===== src/rtl/sdram_wbuf_pkg.sv =====
// Shared types for the SDRAM posted-write buffer: FIFO entry layout and FSM state encodings.
package sdram_wbuf_pkg;

    localparam int unsigned ADDR_W = 25;
    localparam int unsigned DATA_W = 32;
    localparam int unsigned BE_W   = 4;

    typedef struct packed {
        logic [ADDR_W-1:0] waddr;
        logic [DATA_W-1:0] din;
        logic [BE_W-1:0]   be;
    } entry_t;

    typedef enum logic [1:0] {
        W_IDLE,
        W_ISSUE,
        W_BUSY
    } w_state_e;

    typedef enum logic [1:0] {
        RD_IDLE,
        RD_DRAIN,
        RD_ISSUE,
        RD_BUSY
    } rd_state_e;

endpackage


===== src/rtl/sdram_wbuf_if.sv =====
// Push/pop channel between the buffer control logic (master) and the write FIFO (slave).
interface sdram_wbuf_if
    import sdram_wbuf_pkg::*;
#(
    parameter int unsigned DEPTH = 4
) ();
    localparam int unsigned CW = $clog2(DEPTH) + 1;

    logic          push;
    entry_t        push_data;
    logic          pop;
    entry_t        head;
    logic [CW-1:0] count;

    modport master (output push, push_data, pop, input  head, count);
    modport slave  (input  push, push_data, pop, output head, count);
endinterface


===== src/rtl/sdram_wbuf_fifo.sv =====
// DEPTH-entry circular write FIFO; head is always visible, pointers wrap naturally (DEPTH is 2^n).
module sdram_wbuf_fifo
    import sdram_wbuf_pkg::*;
#(
    parameter int unsigned DEPTH = 4
) (
    input  logic        clk,
    input  logic        rst_n,
    sdram_wbuf_if.slave bus
);
    localparam int unsigned AW = $clog2(DEPTH);
    localparam int unsigned CW = $clog2(DEPTH) + 1;

    entry_t          mem_q [DEPTH];
    logic [AW-1:0]   wr_ptr_q;
    logic [AW-1:0]   rd_ptr_q;
    logic [CW-1:0]   count_q;

    // Storage is not reset: validity is tracked only by count/pointers.
    always_ff @(posedge clk) begin
        if (bus.push) begin
            mem_q[wr_ptr_q] <= bus.push_data;
        end
    end

    always_ff @(posedge clk or negedge rst_n) begin
        if (!rst_n) begin
            wr_ptr_q <= '0;
            rd_ptr_q <= '0;
            count_q  <= '0;
        end else begin
            if (bus.push) wr_ptr_q <= wr_ptr_q + AW'(1);
            if (bus.pop)  rd_ptr_q <= rd_ptr_q + AW'(1);
            count_q <= count_q + CW'(bus.push) - CW'(bus.pop);
        end
    end

    assign bus.head  = mem_q[rd_ptr_q];
    assign bus.count = count_q;

endmodule


===== src/rtl/sdram_wbuf.sv =====
// Posted-write buffer in front of an SDRAM controller: writes queue and drain in order,
// reads wait for the queue to drain so they always observe earlier writes.
module sdram_wbuf
    import sdram_wbuf_pkg::*;
#(
    parameter int unsigned DEPTH = 4
) (
    input  logic              SDRAM_CLK,
    input  logic              CPU_RESn,
    input  logic              IN_CLKREF,
    input  logic              IN_WE,
    input  logic [ADDR_W-1:0] IN_WADDR,
    input  logic [DATA_W-1:0] IN_DIN,
    input  logic [BE_W-1:0]   IN_BE,
    output logic              IN_WE_RDY,
    input  logic              IN_RD,
    input  logic [ADDR_W-1:0] IN_RADDR,
    output logic              IN_RD_RDY,
    output logic [DATA_W-1:0] IN_DOUT,
    output logic              OUT_CLKREF,
    output logic              OUT_WE,
    output logic [ADDR_W-1:0] OUT_WADDR,
    output logic [DATA_W-1:0] OUT_DIN,
    output logic [BE_W-1:0]   OUT_BE,
    input  logic              OUT_WE_RDY,
    output logic              OUT_RD,
    output logic [ADDR_W-1:0] OUT_RADDR,
    input  logic              OUT_RD_RDY,
    input  logic [DATA_W-1:0] OUT_DOUT
);
    localparam int unsigned CW = $clog2(DEPTH) + 1;

    w_state_e          w_state_q;
    rd_state_e         rd_state_q;
    logic              we_rdy_q;
    logic              rd_rdy_q;
    logic              out_we_q;
    logic              out_rd_q;
    logic              w_seen_q;
    logic              rd_seen_q;
    logic [ADDR_W-1:0] raddr_q;

    logic              wr_acc;
    logic              rd_acc;
    logic              fifo_empty;
    logic              w_start;
    logic              w_done;
    logic              rd_start;
    logic              rd_done;
    logic              rd_idle_nxt;
    logic [CW-1:0]     count_nxt;

    sdram_wbuf_if #(.DEPTH(DEPTH)) fifo_if ();

    sdram_wbuf_fifo #(.DEPTH(DEPTH)) u_fifo (
        .clk   (SDRAM_CLK),
        .rst_n (CPU_RESn),
        .bus   (fifo_if.slave)
    );

    // A write accept wins over a same-cycle read request; the read is simply retried.
    always_comb begin
        wr_acc      = IN_WE & we_rdy_q;
        rd_acc      = IN_RD & rd_rdy_q & ~wr_acc;
        fifo_empty  = (fifo_if.count == '0);
        w_start     = (w_state_q == W_IDLE) & ~fifo_empty & OUT_WE_RDY
                    & (rd_state_q != RD_ISSUE) & (rd_state_q != RD_BUSY);
        w_done      = (w_state_q == W_BUSY) & w_seen_q & OUT_WE_RDY;
        rd_start    = (rd_state_q == RD_DRAIN) & fifo_empty & (w_state_q == W_IDLE) & OUT_RD_RDY;
        rd_done     = (rd_state_q == RD_BUSY) & rd_seen_q & OUT_RD_RDY;
        rd_idle_nxt = ((rd_state_q == RD_IDLE) & ~rd_acc) | rd_done;
        count_nxt   = fifo_if.count + CW'(wr_acc) - CW'(w_done);
    end

    assign fifo_if.push      = wr_acc;
    assign fifo_if.push_data = '{waddr: IN_WADDR, din: IN_DIN, be: IN_BE};
    assign fifo_if.pop       = w_done;

    // Controller busy is a low-then-high pulse on its ready; the low may already show while the strobe is up.
    always_ff @(posedge SDRAM_CLK or negedge CPU_RESn) begin
        if (!CPU_RESn) begin
            w_state_q  <= W_IDLE;
            rd_state_q <= RD_IDLE;
            we_rdy_q   <= 1'b1;
            rd_rdy_q   <= 1'b1;
            out_we_q   <= 1'b0;
            out_rd_q   <= 1'b0;
            w_seen_q   <= 1'b0;
            rd_seen_q  <= 1'b0;
            raddr_q    <= '0;
        end else begin
            out_we_q <= 1'b0;
            out_rd_q <= 1'b0;
            we_rdy_q <= ~wr_acc & (count_nxt < CW'(DEPTH)) & rd_idle_nxt;
            rd_rdy_q <= rd_idle_nxt;

            case (w_state_q)
                W_IDLE: begin
                    if (w_start) begin
                        w_state_q <= W_ISSUE;
                        out_we_q  <= 1'b1;
                    end
                end
                W_ISSUE: begin
                    w_state_q <= W_BUSY;
                    w_seen_q  <= ~OUT_WE_RDY;
                end
                W_BUSY: begin
                    if (!OUT_WE_RDY) w_seen_q <= 1'b1;
                    if (w_done)      w_state_q <= W_IDLE;
                end
                default: w_state_q <= W_IDLE;
            endcase

            case (rd_state_q)
                RD_IDLE: begin
                    if (rd_acc) begin
                        raddr_q    <= IN_RADDR;
                        rd_state_q <= RD_DRAIN;
                    end
                end
                RD_DRAIN: begin
                    if (rd_start) begin
                        rd_state_q <= RD_ISSUE;
                        out_rd_q   <= 1'b1;
                    end
                end
                RD_ISSUE: begin
                    rd_state_q <= RD_BUSY;
                    rd_seen_q  <= ~OUT_RD_RDY;
                end
                RD_BUSY: begin
                    if (!OUT_RD_RDY) rd_seen_q  <= 1'b1;
                    if (rd_done)     rd_state_q <= RD_IDLE;
                end
                default: rd_state_q <= RD_IDLE;
            endcase
        end
    end

    assign IN_WE_RDY  = we_rdy_q;
    assign IN_RD_RDY  = rd_rdy_q;
    assign IN_DOUT    = OUT_DOUT;
    assign OUT_CLKREF = IN_CLKREF | ~fifo_empty | (rd_state_q != RD_IDLE);
    assign OUT_WE     = out_we_q;
    assign OUT_WADDR  = fifo_if.head.waddr;
    assign OUT_DIN    = fifo_if.head.din;
    assign OUT_BE     = fifo_if.head.be;
    assign OUT_RD     = out_rd_q;
    assign OUT_RADDR  = raddr_q;

endmodule


===== config.mk =====
export PLATFORM = sky130hd
export DESIGN_NAME = sdram_wbuf
export DESIGN_NICKNAME = d
export VERILOG_FILES = /design/src/rtl/sdram_wbuf_pkg.sv /design/src/rtl/sdram_wbuf_if.sv /design/src/rtl/sdram_wbuf_fifo.sv /design/src/rtl/sdram_wbuf.sv
export SDC_FILE = /design/constraint.sdc
export NUM_CORES = 1
export LEC_CHECK = 0
export ABC_AREA = 0
export CAP_MARGIN = 20
export CORE_MARGIN = 4
export CORE_UTILIZATION = 45
export CTS_CLUSTER_SIZE = 12
export DETAILED_ROUTE_END_ITERATION = 8
export PLACE_DENSITY = 0.73
export SLEW_MARGIN = 0
export SYNTH_ARGS = -nofsm -noshare
export SYNTH_HDL_FRONTEND = slang
export SYNTH_SLANG_ARGS = --single-unit

===== constraint.sdc =====
create_clock -name SDRAM_CLK -period 6.1 [get_ports SDRAM_CLK]
set_input_delay 0.61 -clock SDRAM_CLK [delete_from_list [all_inputs] [get_ports SDRAM_CLK]]
set_output_delay 0.61 -clock SDRAM_CLK [all_outputs]
set_load 0.03 [all_outputs]

==> flow_summary.json, run 1 <==
{
  "run_status": "finished, final reports clean",
  "dr_total_vias": 5141,
  "path_class": "reg2out",
  "nNetsFinal": 791,
  "clock_insertion_delay_worst_skew_ns": 0.53,
  "grt_start_max_net_pins": 63,
  "clock_sinks": 286,
  "placement.setup.worst_slack_ns": 2.63,
  "cts-hold-fix-buffers": 0,
  "r2r_setup_slack_ns": 3.71,
  "synth_top_cells_by_area": "sky130_fd_sc_hd__edfxtp_1 67%, sky130_fd_sc_hd__mux4_2 13%, sky130_fd_sc_hd__dfrtp_1 9.1%",
  "wire_per_inst_um": 21.1,
  "die-width_um": 164,
  "synth_cells": 488,
  "post-route-util_pct": 58.0,
  "dp_hpwl_mm": 12.8,
  "post_route_cells_drive_above_1_share_pct": 20.2,
  "rsz0062_at_grt": "no",
  "postSynth.asyncResetShare_pct": 14.7,
  "critPathCaptureType": "primary output",
  "worst_r2r_path_depth": 10,
  "cts_setup_buffers": 0,
  "drc": 0,
  "critical_path.reg2reg.endpoint": "IN_WE_RDY",
  "mappedNetlistArea_um2": 10900,
  "die_height_um": 164,
  "tritoncts": "yes",
  "overflow": 0,
  "synth_largest_type_area_fraction_pct": 67.0,
  "areaGrowthSynthToFinish_pct": 25.6,
  "average_size_of_a_mapped_cell_um2": 22.4,
  "wirelength_mm": 21.0,
  "first_global_vias": 5965,
  "cts_resized": 0,
  "period_utilisation_layout_pct": 64.3,
  "pwr_density_cell_nw_per_um2": 473,
  "yosysSeqAreaShare_pct": 76.6,
  "initial_utilization_pct": 46.2,
  "placement.io_buffers": 183,
  "final_common_cell": "sky130_fd_sc_hd__edfxtp_1",
  "finalSetupTns_ns": 0,
  "mostFrequentLayoutCells": "244 x sky130_fd_sc_hd__edfxtp_1, 182 x sky130_fd_sc_hd__clkdlybuf4s50_1, 61 x sky130_fd_sc_hd__mux4_2",
  "gp_routability_congestion": 0.728,
  "postPlaceCellArea_um2": 12900,
  "leakagePower_nw": 4.69,
  "period_needed_ns": 3.92,
  "cts_buffer_depth": 3,
  "die_area_um2": 26900,
  "global_route.usage.total_pct": 15.7,
  "crit_chain": "buf_4, mux4_2, clkdlybuf4s50_1",
  "holdCritPathClass": "in2async",
  "maxCapViolCount": 0,
  "yosys_warning_total": 0,
  "fin_worst_skew_ns": 0.0118,
  "setup_viol": 0,
  "route.antenna.remaining_nets": 0,
  "num_rows": 56,
  "grt_pass1_wl_mm": 32.8,
  "synth_enable_flop_cells": 244,
  "boundaryPins": 248,
  "r2r-start": "w_state_q[0]",
  "irDropWorstVdd_mv": 0.308,
  "synth_seq_cells": 286,
  "crit_path_top_delay_cell": "sky130_fd_sc_hd__dfrtp_4",
  "post-route-worst-setup-slack_ns": 2.18,
  "vias_per_cell": 5.16,
  "synthDominantAreaCellType": "sky130_fd_sc_hd__edfxtp_1",
  "clk_pin_slew_ns": 0.06,
  "cp_max_fo": 33,
  "design.core.area_um2": 23700,
  "synthesis.nets": 624,
  "cts-root-buf": "sky130_fd_sc_hd__clkbuf_16",
  "ys_dominant_reg_cell": "sky130_fd_sc_hd__edfxtp_1",
  "crit_family": "buffers and inverters",
  "synth.distinct_cells": 36,
  "critical_path_arrival_ns": 3.31,
  "finalPower_mw": 6.50,
  "cts_max_level": 1,
  "worst-slew-pin-transition_ns": 0.977,
  "number_of_antenna_violations_at_the_first_check_in_global_routing": 1,
  "achievable-frequency_mhz": 255,
  "max_stage_delay_ns": 0.84,
  "timing.final.hold_violations": 0,
  "drt_first_pass_iters": 4,
  "layout.cell_area.non_filler_um2": 13700,
  "slew_headroom_pct": 34.9,
  "worst_setup_path_start_kind": "flop",
  "final-max-slew-violation-count": 0,
  "dr.first_iter.drc_count": 309,
  "worstPathRequired_ns": 5.49,
  "cp.buffers_inverters": 2,
  "cts_made_buffers": 30
}
registers in the layout, indices dropped and copies added, names as in the netlist:
name and count:
OUT_RD 1, IN_RD_RDY 1, rd_state_q 2, OUT_RADDR 25, rd_seen_q 1, u_fifo.wr_ptr_q 2
u_fifo.bus.count 3, u_fifo.mem_q 244, w_state_q 2, IN_WE_RDY 1, w_seen_q 1, u_fifo.rd_ptr_q 2
OUT_WE 1
cell type report:
class | count | area (µm²)
antenna | 1 | 2.50
clock buffer | 46 | 842
clock inverter | 8 | 45.0
fill | 1758 | 9940
inverter | 10 | 37.5
multi-input combinational | 143 | 2190
sequential | 286 | 8390
tap | 319 | 399
timing repair buffer | 184 | 1830
layer usage:
layer / vias up / track usage (%) / wire length, µm / share of wire [%]
li1: 2260 / - / - / -
met1: 2626 / 19.4 / 8190 / 39
met2: 198 / 27.4 / 10600 / 50
met3: 55 / 4.34 / 1770 / 8.4
met4: 2 / 4.08 / 463 / 2.2
met5: - / 0 / 13 / 0.062
worst register-to-register path, cell delays in order, from the launching register on:
cell	delay [ns]
sky130_fd_sc_hd__dfrtp_1	0.41
sky130_fd_sc_hd__nand2b_1	0.19
sky130_fd_sc_hd__nor2_1	0.27
sky130_fd_sc_hd__ha_1	0.29
sky130_fd_sc_hd__inv_1	0.06
sky130_fd_sc_hd__ha_1	0.13
sky130_fd_sc_hd__inv_1	0.05
sky130_fd_sc_hd__fa_1	0.38
sky130_fd_sc_hd__xnor2_1	0.19
sky130_fd_sc_hd__xnor2_1	0.12
sky130_fd_sc_hd__a211oi_1	0.22
per-stage QoR:
| stage | cells | hold slack (ns) |
|---|---|---|
| global route | 996 | 0.290 |
| floorplan | 488 | 0.314 |
| detailed placement | 942 | 0.492 |
| CTS | 996 | 0.231 |
| finish | 997 | 0.219 |
| global placement | 942 | 0.495 |
synthesized netlist by cell type (2+ instances only):
| master | n |
|---|---|
| sky130_fd_sc_hd__and3_1 | 5 |
| sky130_fd_sc_hd__buf_2 | 4 |
| sky130_fd_sc_hd__buf_4 | 37 |
| sky130_fd_sc_hd__buf_6 | 3 |
| sky130_fd_sc_hd__clkbuf_1 | 4 |
| sky130_fd_sc_hd__dfrtp_1 | 40 |
| sky130_fd_sc_hd__dfstp_2 | 2 |
| sky130_fd_sc_hd__edfxtp_1 | 244 |
| sky130_fd_sc_hd__ha_1 | 10 |
| sky130_fd_sc_hd__inv_1 | 10 |
| sky130_fd_sc_hd__mux2_2 | 5 |
| sky130_fd_sc_hd__mux2_4 | 20 |
| sky130_fd_sc_hd__mux4_2 | 61 |
| sky130_fd_sc_hd__nand2_1 | 9 |
| sky130_fd_sc_hd__nand2b_1 | 3 |
| sky130_fd_sc_hd__nand3_1 | 2 |
| sky130_fd_sc_hd__nor2_1 | 5 |
| sky130_fd_sc_hd__nor4b_1 | 2 |
| sky130_fd_sc_hd__o21ai_0 | 2 |
| sky130_fd_sc_hd__xnor2_1 | 4 |
power by group:
group	leakage [nW]	switching (mW)	internal, mW	total (mW)
registers	2.70	0.259	2.35	2.61
logic	1.56	1.14	1.12	2.27
clock network	0.425	0.681	0.945	1.63
total	4.69	2.08	4.42	6.50
cell families after synthesis:
kind of cell | after synthesis | share of synthesized area, %
flops | 286 | 76.6
simple gates | 31 | 1.64
compound gates | 9 | 0.583
buf+inv | 59 | 3.54
mux | 87 | 15.9
xor+xnor | 5 | 0.400
fa+ha+maj | 11 | 1.33
how the worst max path moves through the flow:
stage	from	endpoint	slack, ns	depth (start not counted)
2_1_floorplan	IN_WE_RDY	u_fifo.mem_q[0][0]	3.52	1
3_3_place_gp	u_fifo.rd_ptr_q[0]	OUT_WADDR[22]	2.69	3
3_5_place_dp	u_fifo.rd_ptr_q[0]	OUT_WADDR[22]	2.63	3
4_1_cts	u_fifo.rd_ptr_q[0]	OUT_WADDR[22]	2.05	3
5_1_grt	u_fifo.rd_ptr_q[0]	OUT_WADDR[22]	1.93	3
6_report	u_fifo.rd_ptr_q[0]	OUT_WADDR[22]	2.18	3
Power figures use the tool's default switching activity.
==> inputs of run 2 (changes only) <==
==> constraint.sdc (replaced) <==
create_clock -name SDRAM_CLK -period 3.75 [get_ports SDRAM_CLK]
set_input_delay 0.375 -clock SDRAM_CLK [delete_from_list [all_inputs] [get_ports SDRAM_CLK]]
set_output_delay 0.375 -clock SDRAM_CLK [all_outputs]
set_load 0.03 [all_outputs]
==> flow_summary.json, run 2 (synthesized netlist as in run 1, its figures left out) <==
{
  "run_status": "finished, final reports clean",
  "first_global_vias": 5861,
  "cts-root-buf": "sky130_fd_sc_hd__clkbuf_16",
  "initial_utilization_pct": 46.2,
  "tritoncts": "yes",
  "clk_pin_slew_ns": 0.06,
  "place_inst": 943,
  "clock_insertion_delay_worst_skew_ns": 0.52,
  "antennaDiodeCount": 0,
  "post_route_cells_drive_above_1_share_pct": 20.2,
  "final-max-slew-violation-count": 0,
  "holdCritPathClass": "in2reg",
  "dr_total_vias": 5165,
  "number_of_antenna_violations_at_the_first_check_in_global_routing": 2,
  "finalSetupTns_ns": 0,
  "cp_max_fo": 20,
  "leakagePower_nw": 4.70,
  "irDropWorstVdd_mv": 0.489,
  "worst-slew-pin-transition_ns": 0.970,
  "cts_max_level": 1,
  "setup_viol": 0,
  "layout.cell_area.non_filler_um2": 13700,
  "cts_setup_buffers": 0,
  "finalPower_mw": 10.6,
  "pwr_density_cell_nw_per_um2": 770,
  "post-route-worst-setup-slack_ns": 0.568,
  "period_utilisation_layout_pct": 84.9,
  "critical_path_arrival_ns": 2.81,
  "clock_sinks": 286,
  "placement.io_buffers": 183,
  "design.core.area_um2": 23700,
  "final_common_cell": "sky130_fd_sc_hd__edfxtp_1",
  "cts_resized": 0,
  "nNetsFinal": 792,
  "slew_headroom_pct": 35.4,
  "placement.setup.worst_slack_ns": 0.950,
  "die_area_um2": 26900,
  "mostFrequentLayoutCells": "244 x sky130_fd_sc_hd__edfxtp_1, 182 x sky130_fd_sc_hd__clkdlybuf4s50_1, 61 x sky130_fd_sc_hd__mux4_2",
  "top_register": "u_fifo.mem_q",
  "largest_reg_flops": 244,
  "r2r-start": "w_state_q[0]",
  "dr.first_iter.drc_count": 396,
  "die_height_um": 164,
  "seq_power_share_pct": 39.8,
  "vias_per_cell": 5.18,
  "num_rows": 56,
  "grt_start_max_net_pins": 63,
  "boundaryPins": 248,
  "swShare_pct": 31.8,
  "combinationalPowerShare_pct": 35.5,
  "route.antenna.remaining_nets": 0,
  "post-route-util_pct": 58.1,
  "critical_path.startpoint": "u_fifo.rd_ptr_q[0]",
  "p_clk_share_pct": 24.7,
  "areaGrowthSynthToFinish_pct": 25.6,
  "cts_made_buffers": 29,
  "drc": 0,
  "overflow": 0,
  "global_route.usage.total_pct": 15.3,
  "n_fill_cell": 1756,
  "postPlaceCellArea_um2": 12900,
  "fin_worst_skew_ns": 0.00907,
  "rsz0062_at_grt": "no",
  "period_needed_ns": 3.18,
  "worst_setup_path_start_kind": "flop",
  "critPathCaptureType": "primary output",
  "drt_first_pass_iters": 4,
  "holdCritStartpoint": "IN_RADDR[17]",
  "wire_per_inst_um": 20.7,
  "maxCapViolCount": 0,
  "switchingPower_mw": 3.37,
  "dp_hpwl_mm": 12.8,
  "path_class": "reg2out",
  "grt_pass1_wl_mm": 32.1,
  "die-width_um": 164,
  "achievable-frequency_mhz": 314,
  "wirelength_mm": 20.6,
  "p_int_mw": 7.22,
  "gp_routability_congestion": 0.720,
  "fin_worst_hold_slack_ns": 0.471,
  "worstPathRequired_ns": 3.38,
  "instances_no_fill": 997,
  "timing.final.hold_violations": 0,
  "cts_buffer_depth": 3
}
run 2: path summary, 6_finish.rpt:
path | to | slack (ns) | cells after the start
worst max-delay path | OUT_WADDR[5] | 0.57 | 3
worst min-delay path | OUT_RADDR[17] | 0.47 | 2
worst max register to register | IN_WE_RDY | 1.37 | 10
worst min register to register | OUT_RADDR[12] | 0.52 | 1
max in group asynchronous | u_fifo.rd_ptr_q[0] | 2.57 | 2
min in group asynchronous | OUT_RADDR[11] | 0.52 | 2
run 2: cell type report:
| cell class | count | area (µm²) | area share, % |
|---|---|---|---|
| clock buffer | 49 | 821 | 5.97 |
| clock inverter | 4 | 45.0 | 0.328 |
| inverter | 10 | 37.5 | 0.273 |
| multi-input combinational | 143 | 2190 | 16.0 |
| sequential | 286 | 8390 | 61.0 |
| tap | 319 | 399 | 2.90 |
| timing repair buffer | 186 | 1860 | 13.6 |
run 2: routing by layer:
metal  GRT usage (%)  up-vias  routed length, µm
met5               0        -                 27
li1                -     2262                  -
met3            4.77       55               1830
met2            25.5      201               9940
met1            19.9     2643               8330
met4            3.96        4                462
run 2: power by group through the flow:
stage                     registers, mW  clock network [mW]  logic (mW)
after floorplan                    4.31                   0        2.36
after global placement             4.26                   0        3.75
after detailed placement           4.28                   0        3.81
after CTS                          4.23                2.69        3.82
after global routing               4.28                2.82        3.97
final                              4.21                2.61        3.76
run 2: worst max-delay path, cell delays in order (launching register included):
cell,delay [ns]
sky130_fd_sc_hd__dfrtp_4,0.69
sky130_fd_sc_hd__buf_4,0.41
sky130_fd_sc_hd__mux4_2,0.55
sky130_fd_sc_hd__clkdlybuf4s50_1,0.63
run 2: repair_timing:
action                                 4_1_cts  5_1_grt
endpoints found under the hold margin        2        0
hold buffers                                 1        0
setup endpoints to repair                    0        0
